File: src/rtl/cav_relock_pkg.sv
// Shared definitions for the cavity auto-relock controller: default widths
// and the state encoding seen on the state output.
package cav_relock_pkg;

    localparam int SIG_W_DEF = 25;
    localparam int CNT_W_DEF = 24;

    typedef enum logic [1:0] {
        ST_IDLE   = 2'd0,
        ST_SWEEP  = 2'd1,
        ST_SETTLE = 2'd2,
        ST_LOCKED = 2'd3
    } state_t;

    localparam logic [7:0] RELOCK_MAX = 8'hFF;

endpackage

File: src/rtl/cav_ramp_gen.sv
// Triangle sweep generator. It bounces between sweep_min and sweep_max,
// moving by sweep_step per enabled clock. load restarts it at sweep_min, heading up.
module cav_ramp_gen
    import cav_relock_pkg::*;
#(
    parameter int SIG_W = SIG_W_DEF
) (
    input  logic                    clk,
    input  logic                    rst,
    input  logic                    load,
    input  logic                    run,
    input  logic signed [SIG_W-1:0] sweep_min,
    input  logic signed [SIG_W-1:0] sweep_max,
    input  logic        [SIG_W-2:0] sweep_step,
    output logic signed [SIG_W-1:0] value,
    output logic signed [SIG_W-1:0] value_next
);

    logic                    dir_up;
    logic                    dir_up_next;
    logic signed [SIG_W:0]   ext_val;
    logic signed [SIG_W:0]   ext_min;
    logic signed [SIG_W:0]   ext_max;
    logic signed [SIG_W:0]   ext_step;
    logic signed [SIG_W:0]   lim_up;
    logic signed [SIG_W:0]   lim_dn;
    logic signed [SIG_W-1:0] step_s;

    // Boundary tests use one extra bit so that value +/- step can never wrap.
    always_comb begin
        ext_val  = {value[SIG_W-1], value};
        ext_min  = {sweep_min[SIG_W-1], sweep_min};
        ext_max  = {sweep_max[SIG_W-1], sweep_max};
        ext_step = {2'b00, sweep_step};
        lim_up   = ext_max - ext_step;
        lim_dn   = ext_min + ext_step;
        step_s   = {1'b0, sweep_step};
    end

    always_comb begin
        value_next  = value;
        dir_up_next = dir_up;
        if (load) begin
            value_next  = sweep_min;
            dir_up_next = 1'b1;
        end else if (run) begin
            if (ext_min > ext_max) begin
                value_next = sweep_min;
            end else if (sweep_step != '0) begin
                if (dir_up) begin
                    if (ext_val >= lim_up) begin
                        value_next  = sweep_max;
                        dir_up_next = 1'b0;
                    end else begin
                        value_next = value + step_s;
                    end
                end else begin
                    if (ext_val <= lim_dn) begin
                        value_next  = sweep_min;
                        dir_up_next = 1'b1;
                    end else begin
                        value_next = value - step_s;
                    end
                end
            end
        end
    end

    always_ff @(posedge clk) begin
        if (rst) begin
            value  <= sweep_min;
            dir_up <= 1'b1;
        end else begin
            value  <= value_next;
            dir_up <= dir_up_next;
        end
    end

endmodule

File: src/rtl/cav_relock.sv
// Cavity auto-relock controller. It sweeps the actuator until transmission
// appears, hands over to the PID, and re-sweeps after a debounced lock loss.
module cav_relock
    import cav_relock_pkg::*;
#(
    parameter int SIG_W = SIG_W_DEF,
    parameter int CNT_W = CNT_W_DEF
) (
    input  logic                    clk,
    input  logic                    rst,
    input  logic                    en,
    input  logic signed [SIG_W-1:0] trans,
    input  logic signed [SIG_W-1:0] thr_lock,
    input  logic signed [SIG_W-1:0] thr_lost,
    input  logic signed [SIG_W-1:0] sweep_min,
    input  logic signed [SIG_W-1:0] sweep_max,
    input  logic        [SIG_W-2:0] sweep_step,
    input  logic        [CNT_W-1:0] settle_cyc,
    input  logic        [CNT_W-1:0] lost_cyc,
    input  logic signed [SIG_W-1:0] pid_out,
    output logic                    pid_on,
    output logic                    pid_hld,
    output logic signed [SIG_W-1:0] dac_out,
    output logic        [1:0]       state,
    output logic                    locked,
    output logic        [7:0]       relock_cnt
);

    localparam logic [CNT_W-1:0] CNT_ONE = 1;

    state_t                  st;
    logic [CNT_W-1:0]        timer;
    logic [CNT_W-1:0]        loss;
    logic [CNT_W-1:0]        settle_lim;
    logic [CNT_W-1:0]        lost_lim;
    logic signed [SIG_W-1:0] offset;
    logic signed [SIG_W-1:0] ramp_val;
    logic signed [SIG_W-1:0] ramp_next;
    logic signed [SIG_W:0]   sum_w;
    logic signed [SIG_W:0]   ext_min;
    logic signed [SIG_W:0]   ext_max;
    logic signed [SIG_W-1:0] servo_dac;
    logic                    lock_hit;
    logic                    lost_hit;
    logic                    ramp_load;
    logic                    ramp_run;

    assign state = st;

    // The ramp holds still on the lock-detect edge so the frozen offset is
    // exactly the value that produced the transmission peak.
    assign lock_hit  = (trans >= thr_lock);
    assign lost_hit  = (trans < thr_lost);
    assign ramp_load = (st == ST_IDLE);
    assign ramp_run  = en && (st == ST_SWEEP) && !lock_hit;

    cav_ramp_gen #(
        .SIG_W (SIG_W)
    ) u_ramp (
        .clk        (clk),
        .rst        (rst),
        .load       (ramp_load),
        .run        (ramp_run),
        .sweep_min  (sweep_min),
        .sweep_max  (sweep_max),
        .sweep_step (sweep_step),
        .value      (ramp_val),
        .value_next (ramp_next)
    );

    // A programmed count of zero behaves as one cycle.
    always_comb begin
        settle_lim = (settle_cyc == '0) ? '0 : settle_cyc - CNT_ONE;
        lost_lim   = (lost_cyc == '0) ? '0 : lost_cyc - CNT_ONE;
    end

    always_comb begin
        sum_w   = {offset[SIG_W-1], offset} + {pid_out[SIG_W-1], pid_out};
        ext_min = {sweep_min[SIG_W-1], sweep_min};
        ext_max = {sweep_max[SIG_W-1], sweep_max};
        if (sum_w >= ext_max) begin
            servo_dac = sweep_max;
        end else if (sum_w <= ext_min) begin
            servo_dac = sweep_min;
        end else begin
            servo_dac = offset + pid_out;
        end
    end

    always_ff @(posedge clk) begin
        if (rst) begin
            st         <= ST_IDLE;
            pid_on     <= 1'b0;
            pid_hld    <= 1'b0;
            locked     <= 1'b0;
            relock_cnt <= '0;
            timer      <= '0;
            loss       <= '0;
            offset     <= '0;
            dac_out    <= sweep_min;
        end else if (!en) begin
            st      <= ST_IDLE;
            pid_on  <= 1'b0;
            pid_hld <= 1'b0;
            locked  <= 1'b0;
            timer   <= '0;
            loss    <= '0;
            dac_out <= sweep_min;
        end else begin
            case (st)
                ST_IDLE: begin
                    st      <= ST_SWEEP;
                    pid_on  <= 1'b0;
                    pid_hld <= 1'b0;
                    locked  <= 1'b0;
                    dac_out <= ramp_next;
                end
                ST_SWEEP: begin
                    if (lock_hit) begin
                        st      <= ST_SETTLE;
                        offset  <= ramp_val;
                        timer   <= '0;
                        pid_on  <= 1'b1;
                        dac_out <= ramp_val;
                    end else begin
                        dac_out <= ramp_next;
                    end
                end
                ST_SETTLE: begin
                    if (lost_hit) begin
                        st      <= ST_SWEEP;
                        pid_on  <= 1'b0;
                        dac_out <= ramp_next;
                    end else if (timer >= settle_lim) begin
                        st      <= ST_LOCKED;
                        locked  <= 1'b1;
                        loss    <= '0;
                        pid_hld <= 1'b0;
                        dac_out <= servo_dac;
                    end else begin
                        if (timer != '1) begin
                            timer <= timer + CNT_ONE;
                        end
                        dac_out <= servo_dac;
                    end
                end
                ST_LOCKED: begin
                    dac_out <= servo_dac;
                    if (lost_hit) begin
                        if (loss >= lost_lim) begin
                            st      <= ST_SWEEP;
                            pid_on  <= 1'b0;
                            pid_hld <= 1'b0;
                            locked  <= 1'b0;
                            loss    <= '0;
                            dac_out <= ramp_next;
                            if (relock_cnt != RELOCK_MAX) begin
                                relock_cnt <= relock_cnt + 8'd1;
                            end
                        end else begin
                            if (loss != '1) begin
                                loss <= loss + CNT_ONE;
                            end
                            pid_hld <= 1'b1;
                        end
                    end else begin
                        loss    <= '0;
                        pid_hld <= 1'b0;
                    end
                end
                default: begin
                    st <= ST_IDLE;
                end
            endcase
        end
    end

endmodule

File: config.mk
export PLATFORM = sky130hd
export DESIGN_NAME = cav_relock
export DESIGN_NICKNAME = d
export VERILOG_FILES = /design/src/rtl/cav_relock_pkg.sv /design/src/rtl/cav_ramp_gen.sv /design/src/rtl/cav_relock.sv
export SDC_FILE = /design/constraint.sdc
export NUM_CORES = 1
export LEC_CHECK = 0
export ABC_CLOCK_PERIOD_IN_PS = 10650
export CAP_MARGIN = 20
export CELL_PAD_IN_SITES_DETAIL_PLACEMENT = 1
export CELL_PAD_IN_SITES_GLOBAL_PLACEMENT = 1
export CORE_AREA = 2 2 195 245
export CTS_BUF_LIST = sky130_fd_sc_hd__clkbuf_16
export DETAILED_ROUTE_END_ITERATION = 12
export DIE_AREA = 0 0 197 247
export PLACE_DENSITY_LB_ADDON = 0.1
export SETUP_SLACK_MARGIN = 0.02
export SKIP_CTS_REPAIR_TIMING = 1
export SLEW_MARGIN = 20
export SYNTH_ARGS = -nofsm -noshare
export SYNTH_HDL_FRONTEND = slang
export SYNTH_HIERARCHICAL = 1
export SYNTH_SLANG_ARGS = --single-unit
export TNS_END_PERCENT = 30
File: constraint.sdc
create_clock -name clk -period 10.65 [get_ports clk]
set_clock_uncertainty 0.15 [all_clocks]
set_input_delay 2.13 -clock clk [delete_from_list [all_inputs] [get_ports clk]]
set_output_delay 2.13 -clock clk [all_outputs]
set_load 0.01 [all_outputs]
==> parameters.txt, run 1 <==
Parameter                              Value

STA
  Final Worst Setup Slack ... approximately 1.9 ns
  Max-slew violation count ... 0
  Slew at the pin closest to its max-slew limit ... 1.18 ns
  Number of setup violations in the final report ... 0
  Hold violation count in the final report ... 0
  Total negative slack for setup checks ... 0 ns
  Period Utilization, post-route ... roughly 82%
  RSZ-0062 raised after global routing ... false
  Highest clock rate ... 114 MHz
  Worst relative slew slack ... roughly a fifth
  Minimum clock period ... 8.76 ns

Layout
  Share of the core filled with cells ... 53.4%
  Layout Cells excl Fill ... 3661
  Share of cells above drive strength 1 ... roughly 4.4%
  Top library cells by usage in the layout, fill and taps aside ... 357 x sky130_fd_sc_hd__ha_1, 261 x sky130_fd_sc_hd__clkdlybuf4s50_1, 246 x sky130_fd_sc_hd__nor2_1, 243 x sky130_fd_sc_hd__inv_1, 236 x sky130_fd_sc_hd__nand2_1
  Count of nets after finishing ... between 3k and 4k
  Most frequent standard cell in the layout excluding fill and tap cells ... sky130_fd_sc_hd__ha_1
  Area Overhead vs Synth ... 17.6%

Detailed routing
  Via count ... 23.5k
  Via-per-instance ratio ... between 6 and 7
  Highest metal layer with signal wires ... met4
  Detailed-routing iteration count for the pre-antenna-repair pass ... 5
  Total met2 wirelength after detailed routing ... about 46 mm
  WL met3 ... 3.25 mm
  Post-detailed-route wirelength per cell ... roughly 24 µm
  Total Routed Length ... ~89 mm
  Met1 WL ... approximately 33 mm
  Post-route ant nets ... 0
  Total DRC errors in the routed layout ... 0
  Number of design-rule violations left by the first detailed-router iteration ... about 1.3k

GRT
  Wire length of the first global-routing pass ... roughly 140 mm
  GRT Residual Overflow ... 0
  Antenna violations before repair ... 2
  Total GRT Usage ... a little over a third
  Number of global-route vias before repair ... about 25k
  Largest net degree at the start of global routing ... 49

Yosys
  Top FF cell, synth ... sky130_fd_sc_hd__dfxtp_1
  Total of flip-flops plus latches after synthesis ... ~140
  EDFF count, synth ... 0
  Netlist cell types ... between 100 and 150
  Mean instance size in the synthesized netlist ... around 7.4 µm²
  Net count of the mapped netlist ... between 3k and 4k
  Mapped Area ... around 0.021 mm²
  Number of instances in the synthesized netlist ... around 2.8k
  Yosys Warn Count ... 6
  Sequential element share of the synthesized area ... approximately an eighth
  Share of async-settable or async-resettable flops after synthesis ... 0%

Die
  Rows ... 89
  Width of the die ... between 150 and 200 µm
  Core box area ... 0.0465 mm²
  Initial Util ... a little under half
  Total Die Area ... between 0.04 and 0.05 mm²
  Height of the die ... about 250 µm
  Top-level port count ... about 260

Clock network
  Buffer levels on the longest clock path ... 2
  Root buffer selected by CTS ... sky130_fd_sc_hd__clkbuf_16
  CTS Sinks ... between 100 and 150
  Insertion delay of the later-clocked pin in the worst-skew pair ... 0.45 ns
  CTS tree ... done
  H-tree depth reported by CTS ... 4
  CTS Buf Count ... 17
  Worst-path clk slew ... approximately 0.070 ns

Placement
  Pre-CTS setup slack ... 1.47 ns
  Gp weighted congestion ... about 1
  Hpwl dp ... ~75 mm
  Total placed cells including tap cells ... ~3.6k
  Count of input and output buffers ... between 200 and 300

Hold path
  Class of the most critical hold timing path ... reg2reg

Power
  Leak Pwr ... roughly 11 nW
  Maximum resistive drop on vdd ... approximately 0.11 mV
  Total power divided by cell area ... between 90 and 100 mW/mm²
  Total power consumption of the routed design ... 2.44 mW

Critical path
  Critical path type ... in2reg
  Startpoint class of the critical path ... input port
  CP required ... 10.87 ns
  Largest fanout of any net on the critical path ... 16
  Worst EP arrival ... ~9.0 ns
  Sort of element at the end of the critical path ... flop

Status
  Result of the run ... complete, no violations

Job
  Number of max-cap violations ... 0
flip-flops by register name, indices dropped and copies added (netlist names):
name           flops
relock_cnt         8
pid_on             1
u_ramp/value      25
state              2
u_ramp/dir_up      1
loss              24
timer             24
locked             1
pid_hld            1
offset            25
dac_out           25
cell type report:
cell class / instances / area (µm²)
fillers: 5854 / 21700
multi-input cells: 2369 / 17100
repair buffers: 287 / 2800
flip-flops and latches: 137 / 2740
inverters: 242 / 908
well taps: 591 / 739
clock buffers: 17 / 425
clock inverters: 15 / 151
diodes: 3 / 7.51
metrics by stage:
step / hold slack [ns] / cell area (µm²)
finish: 0.342 / 24900
global route: 0.378 / 24800
CTS: 0.345 / 24800
detailed placement: 0.334 / 24300
global placement: 0.319 / 24300
floorplan: 0.306 / 21100
power by group:
group	leakage, nW	internal [mW]	switching (mW)	total (mW)
Sequential	1.12	0.535	0.0453	0.580
Clock	0.282	0.345	0.255	0.600
Combinational	9.30	0.508	0.754	1.26
Total	10.7	1.39	1.05	2.44
path summary, 6_finish.rpt:
path	start	endpoint	slack [ns]	depth (start not counted)
min	timer[11]	timer[11]	0.34	2
min reg2reg	timer[11]	timer[11]	0.34	2
max	sweep_step[1]	dac_out[24]	1.89	26
max reg2reg	offset[0]	dac_out[2]	4.31	18
metal layers:
metal	global-route usage [%]	up-vias
li1	-	10992
met1	37.5	11490
met2	67.8	726
met3	3.66	290
met4	26.2	0
met5	0	-
logic make-up (layout without fill, tap and decap cells):
| kind of cell | count (synthesis) | count (layout) | synth area share (%) |
|---|---|---|---|
| flops | 137 | 137 | 13.0 |
| other cells | 0 | 3 | 0 |
| buf+inv | 337 | 561 | 6.33 |
| simple gates | 942 | 942 | 21.9 |
| mux | 57 | 57 | 2.74 |
| xor+xnor | 145 | 145 | 6.01 |
| compound gates | 863 | 863 | 28.5 |
| fa+ha+maj | 362 | 362 | 21.6 |
critical path, cell delays in order:
cell,delay (ns)
sky130_fd_sc_hd__clkdlybuf4s50_1,0.64
sky130_fd_sc_hd__inv_1,0.20
sky130_fd_sc_hd__ha_1,0.30
sky130_fd_sc_hd__nor2b_1,0.12
sky130_fd_sc_hd__o21ai_0,0.22
sky130_fd_sc_hd__a21oi_1,0.12
sky130_fd_sc_hd__o21ai_0,0.24
sky130_fd_sc_hd__a21oi_1,0.16
sky130_fd_sc_hd__o2111ai_1,0.34
sky130_fd_sc_hd__a21oi_1,0.22
sky130_fd_sc_hd__o2111a_1,0.35
sky130_fd_sc_hd__o21ai_0,0.16
sky130_fd_sc_hd__nor3b_1,0.33
sky130_fd_sc_hd__ha_1,0.32
sky130_fd_sc_hd__nand4_1,0.17
sky130_fd_sc_hd__nor3_2,0.06
sky130_fd_sc_hd__a211oi_1,0.26
sky130_fd_sc_hd__mux2i_1,0.35
sky130_fd_sc_hd__and3_1,0.75
sky130_fd_sc_hd__buf_4,0.32
sky130_fd_sc_hd__nand2_1,0.14
sky130_fd_sc_hd__nor3_1,0.38
sky130_fd_sc_hd__a2111oi_4,0.14
sky130_fd_sc_hd__nor3_1,0.22
sky130_fd_sc_hd__a221o_1,0.19
sky130_fd_sc_hd__a2bb2oi_1,0.16
Yosys cell counts (43+ instances only):
cell type | n | share of area [%]
sky130_fd_sc_hd__xor2_1 | 56 | 2.3
sky130_fd_sc_hd__nand3_1 | 82 | 1.9
sky130_fd_sc_hd__inv_1 | 241 | 4.3
sky130_fd_sc_hd__xnor2_1 | 89 | 3.7
sky130_fd_sc_hd__nand4_1 | 56 | 1.7
sky130_fd_sc_hd__a221oi_1 | 43 | 1.8
sky130_fd_sc_hd__dfxtp_1 | 137 | 13
sky130_fd_sc_hd__nor2_1 | 247 | 4.4
sky130_fd_sc_hd__nand2_1 | 236 | 4.2
sky130_fd_sc_hd__ha_1 | 357 | 21
sky130_fd_sc_hd__clkbuf_1 | 60 | 1.1
sky130_fd_sc_hd__o21ai_0 | 121 | 2.9
sky130_fd_sc_hd__a21o_1 | 55 | 2.0
sky130_fd_sc_hd__nor3_1 | 72 | 1.7
sky130_fd_sc_hd__a21oi_1 | 207 | 4.9
sky130_fd_sc_hd__mux2i_1 | 50 | 2.4
sky130_fd_sc_hd__o211ai_1 | 58 | 2.1
Note: power is estimated with default switching activity, not from simulation.
==> run 2, diff against run 1 <==
--- a/config.mk
+++ b/config.mk
@@ -5,14 +5,14 @@
 export SDC_FILE = /design/constraint.sdc
 export NUM_CORES = 1
 export LEC_CHECK = 0
-export ABC_CLOCK_PERIOD_IN_PS = 10650
+export ABC_CLOCK_PERIOD_IN_PS = 8500
 export CAP_MARGIN = 20
 export CELL_PAD_IN_SITES_DETAIL_PLACEMENT = 1
 export CELL_PAD_IN_SITES_GLOBAL_PLACEMENT = 1
-export CORE_AREA = 2 2 195 245
+export CORE_AREA = 2 2 202 253
 export CTS_BUF_LIST = sky130_fd_sc_hd__clkbuf_16
 export DETAILED_ROUTE_END_ITERATION = 12
-export DIE_AREA = 0 0 197 247
+export DIE_AREA = 0 0 204 255
 export PLACE_DENSITY_LB_ADDON = 0.1
 export SETUP_SLACK_MARGIN = 0.02
 export SKIP_CTS_REPAIR_TIMING = 1
==> constraint.sdc (replaced) <==
create_clock -name clk -period 8.5 [get_ports clk]
set_clock_uncertainty 0.15 [all_clocks]
set_input_delay 1.7 -clock clk [delete_from_list [all_inputs] [get_ports clk]]
set_output_delay 1.7 -clock clk [all_outputs]
set_load 0.01 [all_outputs]
==> run 2 against run 1 <==
  * Wire length up 2.8%
  * Register-to-register slack worse by 1.7 ns
  * Sequential cell count unchanged
  * Core utilization down 2.9 points
  * Die area up 6.9%
  * Critical endpoint is now dac_out[0]
==> parameters.txt, run 2 (same netlist as run 1, synthesis figures left out) <==
Parameter                              Value

Status
  Result of the run ... complete, no violations

Critical path
  Critical path type ... in2reg
  Cell type with the highest occurrence count on the critical path ... sky130_fd_sc_hd__a21oi_1
  CP max stage delay ... 0.58 ns (-0.17 ns)
  Largest fanout of any net on the critical path ... 15 (-1)
  R2r setup slk ... 2.62 ns (-1.69 ns)
  Sort of element at the end of the critical path ... flop
  Beginning of the worst register-to-register path ... offset[0]
  CP required ... 8.70 ns (-2.17 ns)
  Critical path's slowest cell ... sky130_fd_sc_hd__clkdlybuf4s50_1
  Worst EP arrival ... 8.16 ns (-0.83 ns)
  Kind of cell adding the most delay to the critical path ... compound AO/OA/AOI/OAI gates
  Bufs and invs on worst path ... 3 (unchanged)
  Critical Path Source ... sweep_step[0]
  Startpoint class of the critical path ... input port

GRT
  Largest net degree at the start of global routing ... 49 (unchanged)
  Total GRT Usage ... 34.6% (-1.6 points)
  Antenna violations before repair ... 4 (+2)
  Wire length of the first global-routing pass ... 139 mm (+1.4%)
  GRT Residual Overflow ... 0 (unchanged)
  Number of global-route vias before repair ... 24.6k (-1.3%)

Layout
  Regs by FF count ... dac_out (25), offset (25), u_ramp/value (25)
  Share of cells above drive strength 1 ... 5.39% (+1.0 points)
  Storage cell area ... 0.00274 mm² (unchanged)
  Filler Cell Count ... 6287 (+7.4%)
  Top library cells by usage in the layout, fill and taps aside ... 357 x sky130_fd_sc_hd__ha_1, 261 x sky130_fd_sc_hd__clkdlybuf4s50_1, 246 x sky130_fd_sc_hd__nor2_1, 242 x sky130_fd_sc_hd__inv_1, 236 x sky130_fd_sc_hd__nand2_1
  Area of the multi-input gates ... 0.0171 mm² (unchanged)
  Count of nets after finishing ... 3673 (+0.88%)
  Area Overhead vs Synth ... 19.4%
  Most frequent standard cell in the layout excluding fill and tap cells ... sky130_fd_sc_hd__ha_1
  Layout Cells excl Fill ... 3761 (+2.7%)

Placement
  Hpwl dp ... 76.8 mm (+2.1%)
  Total placed cells including tap cells ... 3725 (+2.8%)
  Count of input and output buffers ... 262 (unchanged)
  Pre-CTS setup slack ... 0.230 ns (-1.24 ns)
  Gp weighted congestion ... 0.956 (-3.5%)

Clock network
  Insertion delay of the later-clocked pin in the worst-skew pair ... 0.47 ns (+0.02 ns)
  H-tree depth reported by CTS ... 4 (unchanged)
  CTS tree ... done
  Buffer levels on the longest clock path ... 2 (unchanged)
  Root buffer selected by CTS ... sky130_fd_sc_hd__clkbuf_16
  CTS Sinks ... 137 (unchanged)
  CTS Buf Count ... 17 (unchanged)
  Worst-path clk slew ... 0.07 ns (about the same)

Detailed routing
  Total DRC errors in the routed layout ... 0 (unchanged)
  Via count ... 23.4k (-0.42%)
  Number of design-rule violations left by the first detailed-router iteration ... 1137 (-12%)
  Total Routed Length ... 91.8 mm (+2.8%)
  Detailed-routing iteration count for the pre-antenna-repair pass ... 5 (unchanged)
  Post-detailed-route wirelength per cell ... 24.4 µm (about the same)
  Post-route ant nets ... 0 (unchanged)
  Via-per-instance ratio ... 6.22 (-3.1%)

Die
  Width of the die ... 204 µm (+3.6%)
  Total Die Area ... 0.0520 mm² (+6.9%)
  Core box area ... 0.0500 mm² (+7.3%)
  Top-level port count ... 263 (unchanged)
  Height of the die ... 255 µm (+3.2%)
  Initial Util ... 42.3% (-3.1 points)
  Rows ... 92 (+3.4%)

Power
  Total power divided by cell area ... 126 mW/mm² (+28%)
  Maximum resistive drop on vdd ... 0.121 mV (+12%)
  Leak Pwr ... 10.9 nW (+1.8%)
  Total power consumption of the routed design ... 3.18 mW (+30%)

Job
  Number of max-cap violations ... 0 (unchanged)

STA
  Number of setup violations in the final report ... 0 (unchanged)
  Period Utilization, post-route ... about 94%
  Total negative slack for setup checks ... 0 ns (unchanged)
  Highest clock rate ... 126 MHz
  Minimum clock period ... 7.96 ns
  RSZ-0062 raised after global routing ... false
  Hold violation count in the final report ... 0 (unchanged)
  Max-slew violation count ... 0 (unchanged)
  Final Worst Setup Slack ... 0.539 ns (-1.35 ns)
  Slew at the pin closest to its max-slew limit ... 1.08 ns (-0.107 ns)
  Worst relative slew slack ... 27.9% (+7.1 points)

Hold path
  Class of the most critical hold timing path ... reg2reg
  Worst hold path startpoint ... timer[11]
==> run 2: where the power goes <==
group | switching, mW | internal [mW] | total, mW
sequential | 0.0569 | 0.670 | 0.726
combinational | 0.964 | 0.657 | 1.62
clock | 0.341 | 0.492 | 0.833
==> run 2: final cells by class <==
type | instances | area share [%]
Multi-Input combinational cell | 2369 | 67.6
Timing Repair Buffer | 319 | 12.1
Sequential cell | 137 | 10.9
Tap cell | 658 | 3.26
Antenna cell | 4 | 0.0397
Inverter | 242 | 3.60
Clock inverter | 15 | 0.783
Clock buffer | 17 | 1.69
==> run 2: per-stage QoR <==
| step | hold WS (ns) | utilization, % | instance area, µm² |
|---|---|---|---|
| floorplan | 0.306 | - | 21100 |
| finish | 0.361 | 50.5 | 25200 |
| global placement | 0.320 | 49.3 | 24600 |
| global route | 0.382 | 50.5 | 25200 |
| detailed placement | 0.349 | 49.3 | 24600 |
| CTS | 0.364 | 50.5 | 25200 |
==> run 2: routing by layer <==
| metal | global-route usage (%) | part of all wire [%] | vias up |
|---|---|---|---|
| met2 | 65.5 | 52 | 640 |
| met5 | 0 | 0 | - |
| met3 | 2.88 | 3.5 | 244 |
| met1 | 36.3 | 38 | 11450 |
| li1 | - | - | 11066 |
| met4 | 23.5 | 7.2 | 0 |
==> run 2: worst paths after layout <==
kind | endpoint | cells after the start
max reg2reg | dac_out[12] | 20
min | timer[11] | 2
max | dac_out[0] | 27
min reg2reg | timer[11] | 2
==> run 2: tightest hold or removal path: stages (launching register included) <==
cell                      delay (ns)
sky130_fd_sc_hd__dfxtp_1        0.34
sky130_fd_sc_hd__nand2_1        0.06
sky130_fd_sc_hd__mux2i_1        0.06
==> run 3, diff against run 2 <==
--- a/config.mk
+++ b/config.mk
@@ -9,10 +9,11 @@
 export CAP_MARGIN = 20
 export CELL_PAD_IN_SITES_DETAIL_PLACEMENT = 1
 export CELL_PAD_IN_SITES_GLOBAL_PLACEMENT = 1
-export CORE_AREA = 2 2 202 253
+export CORE_AREA = 2 2 317 162
 export CTS_BUF_LIST = sky130_fd_sc_hd__clkbuf_16
 export DETAILED_ROUTE_END_ITERATION = 12
-export DIE_AREA = 0 0 204 255
+export DIE_AREA = 0 0 319 164
+export GPL_TIMING_DRIVEN = 0
 export PLACE_DENSITY_LB_ADDON = 0.1
 export SETUP_SLACK_MARGIN = 0.02
 export SKIP_CTS_REPAIR_TIMING = 1
==> run 3 against run 2 <==
  * First-iteration DRC count up 150%
  * Setup slack got worse by 0.36 ns
  * Register-to-register slack got worse by 0.67 ns
  * Via count up 5.2%
  * Power is 2.3% higher
==> parameters.txt, run 3 (same netlist as run 1, synthesis figures left out) <==
Parameter                              Value

Status
  Result of the run ... complete, no violations

Clock network
  Insertion delay of the later-clocked pin in the worst-skew pair ... 0.46 ns (about the same)
  H-tree depth reported by CTS ... 4 (unchanged)
  CTS Sinks ... 137 (unchanged)
  Worst-path clk slew ... 0.06 ns (about the same)
  Buffer levels on the longest clock path ... 2 (unchanged)
  Root buffer selected by CTS ... sky130_fd_sc_hd__clkbuf_16
  CTS Buf Count ... 17 (unchanged)
  CTS tree ... done

Critical path
  Sort of element at the end of the critical path ... flop
  Bufs and invs on worst path ... 3 (unchanged)
  CP max stage delay ... 0.70 ns (+0.12 ns)
  Largest fanout of any net on the critical path ... 10 (-5)
  Cell type with the highest occurrence count on the critical path ... sky130_fd_sc_hd__a21o_1
  Startpoint class of the critical path ... input port
  Worst EP arrival ... 8.49 ns (+0.33 ns)
  Critical path's slowest cell ... sky130_fd_sc_hd__clkdlybuf4s50_1
  Critical path type ... in2reg
  CP required ... 8.66 ns (-0.04 ns)
  Kind of cell adding the most delay to the critical path ... compound AO/OA/AOI/OAI gates
  Number of logic stages on the critical path including buffering ... 25 (-7.4%)
  Worst-case reg-to-reg path depth ... 22 (+10%)

STA
  Number of setup violations in the final report ... 0 (unchanged)
  Slew at the pin closest to its max-slew limit ... 1.16 ns (+0.0831 ns)
  Period Utilization, post-route ... 97.9% (+4.3 points)
  Minimum clock period ... 8.32 ns (+0.364 ns)
  Tightest hold margin ... 0.370 ns (+0.00915 ns)
  RSZ-0062 raised after global routing ... false
  Highest clock rate ... 120 MHz (-4.4%)
  Worst relative slew slack ... 22.1% (-5.7 points)
  Max-slew violation count ... 0 (unchanged)
  Hold violation count in the final report ... 0 (unchanged)

Detailed routing
  Via count ... 24.6k (+5.2%)
  Number of design-rule violations left by the first detailed-router iteration ... 2838 (+150%)
  Post-route ant nets ... 0 (unchanged)
  Detailed-routing iteration count for the pre-antenna-repair pass ... 5 (unchanged)
  Total DRC errors in the routed layout ... 0 (unchanged)
  Via-per-instance ratio ... 6.47 (+4.1%)
  Post-detailed-route wirelength per cell ... 26.9 µm (+10%)
  Total Routed Length ... 102 mm (+11%)

GRT
  Antenna violations before repair ... 3 (-1)
  Largest net degree at the start of global routing ... 17 (-65%)
  Total GRT Usage ... 37.9% (+3.3 points)
  Number of global-route vias before repair ... 24.0k (-2.6%)
  Wire length of the first global-routing pass ... 151 mm (+8.2%)
  GRT Residual Overflow ... 0 (unchanged)

Layout
  Count of nets after finishing ... 3714 (+1.1%)
  Top library cells by usage in the layout, fill and taps aside ... 357 x sky130_fd_sc_hd__ha_1, 252 x sky130_fd_sc_hd__clkdlybuf4s50_1, 246 x sky130_fd_sc_hd__nor2_1, 241 x sky130_fd_sc_hd__inv_1, 235 x sky130_fd_sc_hd__nand2_1
  Share of the core filled with cells ... 51.2% (+0.71 points)
  Filler Cell Count ... 6201 (-1.4%)
  Fin area ... 0.0254 mm² (+0.76%)
  Area of the multi-input gates ... 0.0172 mm² (+0.95%)
  Storage cell area ... 0.00274 mm² (unchanged)
  Most frequent standard cell in the layout excluding fill and tap cells ... sky130_fd_sc_hd__ha_1
  Area Overhead vs Synth ... 20.3%
  Regs by FF count ... dac_out (25), offset (25), u_ramp/value (25)
  Share of cells above drive strength 1 ... 5.29% (-0.10 points)

Die
  Initial Util ... 42.6% (+0.27 points)
  Total Die Area ... 0.0523 mm² (+0.57%)
  Width of the die ... 319 µm (+56%)
  Height of the die ... 164 µm (-36%)
  Top-level port count ... 263 (unchanged)
  Core box area ... 0.0496 mm² (-0.64%)
  Rows ... 58 (-37%)

Hold path
  Worst Hold Depth ... 2 (unchanged)
  Class of the most critical hold timing path ... reg2reg

Placement
  Total cell area at the placement stage ... 0.0246 mm² (about the same)
  Gp weighted congestion ... 0.992 (+3.8%)
  Hpwl dp ... 86.6 mm (+13%)
  Count of input and output buffers ... 262 (unchanged)

Power
  Total power consumption of the routed design ... 3.25 mW (+2.3%)
  Leak Pwr ... 11.0 nW (+0.85%)
  Maximum resistive drop on vdd ... 0.154 mV (+27%)
  Total power divided by cell area ... 128 mW/mm² (+1.5%)

Job
  Number of max-cap violations ... 0 (unchanged)
## run 3: changes by cell type in the layout (fill, tap and decap cells not counted), moves of 4 or more
| cell | change |
|---|---|
| sky130_fd_sc_hd__buf_6 | +4 |
| sky130_fd_sc_hd__dlymetal6s2s_1 | +10 |
| sky130_fd_sc_hd__clkbuf_1 | +60 |
| sky130_fd_sc_hd__a221oi_2 | +4 |
| sky130_fd_sc_hd__a221oi_1 | -4 |
| sky130_fd_sc_hd__clkdlybuf4s50_1 | -9 |
| sky130_fd_sc_hd__buf_2 | +24 |
| sky130_fd_sc_hd__buf_4 | -50 |
## run 3: worst paths after layout
path / startpoint / end / slack (ns)
worst max-delay path: sweep_step[8] / dac_out[19] / 0.18
worst min-delay path: offset[0] / offset[0] / 0.37
worst max register to register: offset[8] / dac_out[10] / 1.95
worst min register to register: offset[0] / offset[0] / 0.37
## run 3: tightest hold or removal path: cells and delay by family, from the launching register on
family / cells / cell delay, ns
muxes: 1 / 0.07
DFF: 1 / 0.34
and+or+nand+nor: 1 / 0.08
## run 3: report_power, final
part | internal (mW) | switching, mW | total [mW]
registers | 0.669 | 0.0770 | 0.746
clock network | 0.469 | 0.353 | 0.822
logic | 0.652 | 1.03 | 1.68
## run 3: cell type report
| class | count | share of cell area (%) |
|---|---|---|
| multi-input cells | 2369 | 67.8 |
| well taps | 660 | 3.25 |
| flip-flops and latches | 137 | 10.8 |
| clock buffers | 17 | 1.67 |
| clock inverters | 15 | 0.753 |
| diodes | 1 | 0.00984 |
| repair buffers | 265 | 10.5 |
| inverters | 242 | 3.57 |
| plain buffers | 95 | 1.69 |
## run 3: stage by stage
| stage | instances | setup slack (ns) | TNS, ns |
|---|---|---|---|
| after floorplan | 2843 | 1.77 | 0 |
| after global placement | 3765 | -0.850 | -42.07 |
| after detailed placement | 3765 | -1.08 | -56.38 |
| after CTS | 3797 | -0.663 | -18.59 |
| after global routing | 3800 | 0.00405 | 0 |
| final | 3801 | 0.176 | 0 |
## run 3: per-layer routing
metal	GRT usage, %	wire, µm
met1	58.6	49600
met2	53.8	39800
met3	7.79	11400
met4	5.85	1590
met5	0	0
